[src/rtl/instr_register_pkg.sv]
// Shared types for the instruction register and its execution stage.
// Opcodes 8..15 are unassigned and decode as illegal.
package instr_register_pkg;

    localparam int REG_DEPTH = 32;
    localparam int PTR_W     = $clog2(REG_DEPTH);

    typedef enum logic [3:0] {
        ZERO  = 4'd0,
        PASSA = 4'd1,
        PASSB = 4'd2,
        ADD   = 4'd3,
        SUB   = 4'd4,
        MULT  = 4'd5,
        DIV   = 4'd6,
        MOD   = 4'd7
    } opcode_t;

    typedef logic signed [31:0] operand_t;
    typedef logic [PTR_W-1:0]   address_t;

    typedef struct packed {
        opcode_t  opc;
        operand_t op_a;
        operand_t op_b;
    } instruction_t;

    typedef logic signed [63:0] result_t;

    typedef enum logic [2:0] {
        IDLE,
        FETCH,
        EXEC,
        OUT,
        DONE
    } exec_state_t;

endpackage

[src/rtl/instr_executor_alu.sv]
// Combinational signed ALU for one instruction word.
// The divider exists only when INSTR_EXEC_DIV_EN is defined.
module instr_alu
    import instr_register_pkg::*;
(
    input  instruction_t instr,
    output result_t      res,
    output logic         err
);

    result_t a;
    result_t b;

    always_comb begin
        a   = {{32{instr.op_a[31]}}, instr.op_a};
        b   = {{32{instr.op_b[31]}}, instr.op_b};
        res = '0;
        err = 1'b0;
        unique case (instr.opc)
            ZERO:  res = '0;
            PASSA: res = a;
            PASSB: res = b;
            ADD:   res = a + b;
            SUB:   res = a - b;
            MULT:  res = a * b;
`ifdef INSTR_EXEC_DIV_EN
            DIV: begin
                if (b == '0) err = 1'b1;
                else         res = a / b;
            end
            MOD: begin
                if (b == '0) err = 1'b1;
                else         res = a % b;
            end
`endif
            default: err = 1'b1;
        endcase
    end

endmodule

[src/rtl/instr_executor.sv]
// Walks the instruction register, evaluates each word, and streams results.
// Optional divider: define INSTR_EXEC_DIV_EN.
module instr_executor
    import instr_register_pkg::*;
#(
    parameter int NUM_ENTRIES = REG_DEPTH
) (
    input  logic                         clk,
    input  logic                         reset_n,
    input  logic                         start,
    input  address_t                     first_ptr,
    input  logic [$clog2(NUM_ENTRIES):0] num_instr,
    output address_t                     read_pointer,
    input  instruction_t                 instruction_word,
    output logic                         result_valid,
    input  logic                         result_ready,
    output result_t                      result,
    output address_t                     result_addr,
    output logic                         result_err,
    output logic                         busy,
    output logic                         done
);

    exec_state_t                  state;
    exec_state_t                  state_n;
    logic [$clog2(NUM_ENTRIES):0] remaining;
    instruction_t                 iw;
    result_t                      alu_res;
    logic                         alu_err;

    instr_alu u_alu (
        .instr (iw),
        .res   (alu_res),
        .err   (alu_err)
    );

    always_ff @(posedge clk or negedge reset_n) begin
        if (!reset_n) state <= IDLE;
        else          state <= state_n;
    end

    always_comb begin
        state_n = state;
        unique case (state)
            IDLE:  if (start) state_n = (num_instr == '0) ? DONE : FETCH;
            FETCH: state_n = EXEC;
            EXEC:  state_n = OUT;
            OUT:   if (result_ready) state_n = (remaining == 1) ? DONE : FETCH;
            DONE:  state_n = IDLE;
            default: state_n = IDLE;
        endcase
    end

    // Pointer wraps naturally: NUM_ENTRIES is a power of two.
    always_ff @(posedge clk or negedge reset_n) begin
        if (!reset_n) begin
            read_pointer <= '0;
            remaining    <= '0;
            iw           <= '0;
            result       <= '0;
            result_addr  <= '0;
            result_err   <= 1'b0;
        end else begin
            unique case (state)
                IDLE: begin
                    if (start) begin
                        read_pointer <= first_ptr;
                        remaining    <= num_instr;
                    end
                end
                FETCH: iw <= instruction_word;
                EXEC: begin
                    result      <= alu_res;
                    result_err  <= alu_err;
                    result_addr <= read_pointer;
                end
                OUT: begin
                    if (result_ready) begin
                        remaining    <= remaining - 1'b1;
                        read_pointer <= read_pointer + 1'b1;
                    end
                end
                default: ;
            endcase
        end
    end

    assign result_valid = (state == OUT);
    assign busy         = (state != IDLE);
    assign done         = (state == DONE);

endmodule

[config.mk]
export PLATFORM = sky130hd
export DESIGN_NAME = instr_executor
export DESIGN_NICKNAME = d
export VERILOG_FILES = /design/src/rtl/instr_register_pkg.sv /design/src/rtl/instr_executor_alu.sv /design/src/rtl/instr_executor.sv
export SDC_FILE = /design/constraint.sdc
export NUM_CORES = 2
export LEC_CHECK = 0
export ABC_AREA = 1
export BUFFER_PORTS_ARGS = -buffer_cell sky130_fd_sc_hd__clkbuf_2
export CAP_MARGIN = 10
export CORE_UTILIZATION = 45
export CTS_BUF_LIST = sky130_fd_sc_hd__clkbuf_8
export DETAILED_ROUTE_END_ITERATION = 16
export HOLD_SLACK_MARGIN = 0.12
export PLACE_DENSITY = 0.6
export SLEW_MARGIN = 0
export SYNTH_ARGS = -nofsm -noshare
export SYNTH_HDL_FRONTEND = slang
export SYNTH_SLANG_ARGS = --single-unit
[constraint.sdc]
create_clock -name clk -period 12.25 [get_ports clk]
set_clock_uncertainty 0.1 [all_clocks]
set_input_delay 1.225 -clock clk [delete_from_list [all_inputs] [get_ports clk]]
set_output_delay 1.225 -clock clk [all_outputs]
set_load 0.01 [all_outputs]
==> reports/results.ini <==
[clock_tree]
htree_levels=4
cts_tree=done
cts.root.buffer_cell=clkbuf_8
path_clk_slew_ps=110
clkLatencyLatePin_ps=570
post-cts-setup-buffer-count=0
cts.sinks=152
clk_path_buf_depth=2
hold_buffers=0
cts-buffers-inserted=17
post_cts_resized=0

[synthesis]
synth_top_family_by_area=adder cells
ys_ff_latch=152
synth_edf_count=0
syn_inst=6851
synth-compound-area-share_pct=4.325
ys_seq_area_share_pct=7.496
ys.flop_type=dfrtp_1
yosysWarnings=0
yosys.area_share.simple_pct=21.47
synth_fp_nets=8270
synthMuxAreaShare_pct=0.5770
synth_area_mm2=0.05074
synth_fa_ha_area_share_pct=48.98
async_reset_ff_share_pct=100.0
netlist-cell-type-count=50
avgSynthCellArea_um2=7.407
synth_xor_area_share_pct=0.2071

[global_routing]
grt_pass1_vias=44420
grt_start_max_net_pins=87
grt_pass1_wl_mm=279.2
grt_usage_pct=33.35
grt_overflow=0
antenna_found_initial=7

[worst_setup_path]
slowest_stage=fa_1
worstSetupPathType=reg2reg
end_kind=register
worst-path-max-fanout=19
worstSetupStartpointType=register
reg2regPathDepth=28
arrival_ps=9870
cpMostUsedCell=fa_1
required_ps=12600
max_stage_delay_ps=1000

[route]
drc=0
wl_mm=183.3
vias_per_cell=5.164
wire_per_inst_um=22.03
vias=42963
detail-route-antenna-nets=0
firstDrtPassIters=6
initialDrtViolationCount=3624

[finish]
final_layout_size_suffix_gt1_share_pct=5.799
nets=8237
syn2layout_area_growth_pct=4.761

[sta]
period_share_pct=77.70
fmax_mhz=105.1
slew_headroom_pct=15.49
rsz0062_at_grt=no
min_period_ps=9519
hold_viol=0
setup_slack_ps=2731
hold_ws_ps=381.5
setup_viol_count_final=0
slew_viol_final=0
setup_tns_ps=0
tightest_slew_ps=1254

[floorplan]
die_x_um=337.8
core-area_mm2=0.1113
die_area_mm2=0.1141
start_util_pct=45.60
die_y_um=337.8
placement_rows=122
pin_count=161

[place]
portBuffers=160
dp_hpwl_mm=152.3
gp_congestion=1.062
place_ws_ps=2936

[flow_run]
cap_violations=0

[min_path]
hp-class=reg2reg
hold_depth=2

[status]
status=finished clean

-- final timing paths --
check | end | slack [ps] | from
setup / recovery | result[56]$_DFFE_PN0P_ | 2730 | iw[3]$_DFFE_PN0P_
setup reg to reg | result[56]$_DFFE_PN0P_ | 2730 | iw[3]$_DFFE_PN0P_
hold reg to reg | result[45]$_DFFE_PN0P_ | 380 | result[45]$_DFFE_PN0P_
max in group asynchronous | iw[30]$_DFFE_PN0P_ | 9570 | reset_n
hold / removal | result[45]$_DFFE_PN0P_ | 380 | result[45]$_DFFE_PN0P_
min in group asynchronous | iw[35]$_DFFE_PN0P_ | 640 | reset_n
-- critical path: cells and delay by family, from the launching register on --
family                   cells  cell delay [ps]
adder cells (fa/ha/maj)      9             4910
AND/OR/NAND/NOR             11             2130
buffers and inverters        8             1410
flip-flops                   1              830
-- sequential cells by signal, indices dropped and copies added (netlist names) --
signal	cells
iw	68
read_pointer	5
remaining	6
result	64
result_addr	5
result_err	1
state	3
-- cells in the mapped netlist, types with 12 or more instances --
| cell | n | area [um2] |
|---|---|---|
| o21ai_0 | 124 | 620.6 |
| nand4_1 | 48 | 300.3 |
| fa_1 | 1084 | 21700 |
| nand2_1 | 2017 | 7571 |
| clkbuf_1 | 254 | 953.4 |
| nand3b_1 | 14 | 105.1 |
| ha_1 | 252 | 3153 |
| o21bai_1 | 33 | 247.7 |
| nor3_1 | 20 | 100.1 |
| inv_1 | 1929 | 7241 |
| o22ai_1 | 12 | 75.07 |
| nand2_2 | 43 | 269.0 |
| dfrtp_1 | 152 | 3804 |
| a21oi_1 | 193 | 965.9 |
| nor2_1 | 285 | 1070 |
| mux2_2 | 26 | 292.8 |
| nand3_1 | 213 | 1066 |
| buf_4 | 12 | 90.09 |
-- placed cells by master (no fill, tap or decap), drive strengths merged, types with 12 or more instances in the layout --
cell and instances:
nand2 2062, o22ai 12, ha 252, nor2 300
o21bai 33, a21oi 200, fa 1084, buf 86
nand4 48, inv 1936, nand3b 14, o21ai 126
nand3 213, mux2 26, clkbuf 178, dfrtp 152
nor3 23
-- area by class of cell --
cell class	count	area, um2
repair buffers	245	1445
fillers	11342	58120
multi-input cells	4467	38360
inverters	1935	7263
well taps	1488	1862
clock inverters	11	148.9
diodes	2	5.005
flip-flops and latches	152	3812
clock buffers	19	261.5
-- cells by family after synthesis --
family | count (synthesis)
simple gates | 2694
buf+inv | 2232
fa+ha+maj | 1336
compound gates | 399
flops | 152
mux | 26
xor+xnor | 12
-- through the flow --
stage	util [%]	std cells	cell area, um2
4_1_cts	47.77	8317	53150
3_5_place_dp	47.40	8287	52740
3_3_place_gp	47.40	8287	52740
6_report	47.77	8319	53160
2_1_floorplan	-	6851	50740
5_1_grt	47.77	8318	53160
-- layer usage --
metal  global-route usage, %  wire (um)  up-vias
met5                       0         25        -
met4                   11.07       6991        4
met3                   5.234      12660      247
met2                   54.67      85930     1503
met1                   45.08      77690    21810
li1                        -          -    19399
Power is not shown: default switching activity piles up to over one toggle a cycle in this logic, so the estimate is an artifact.
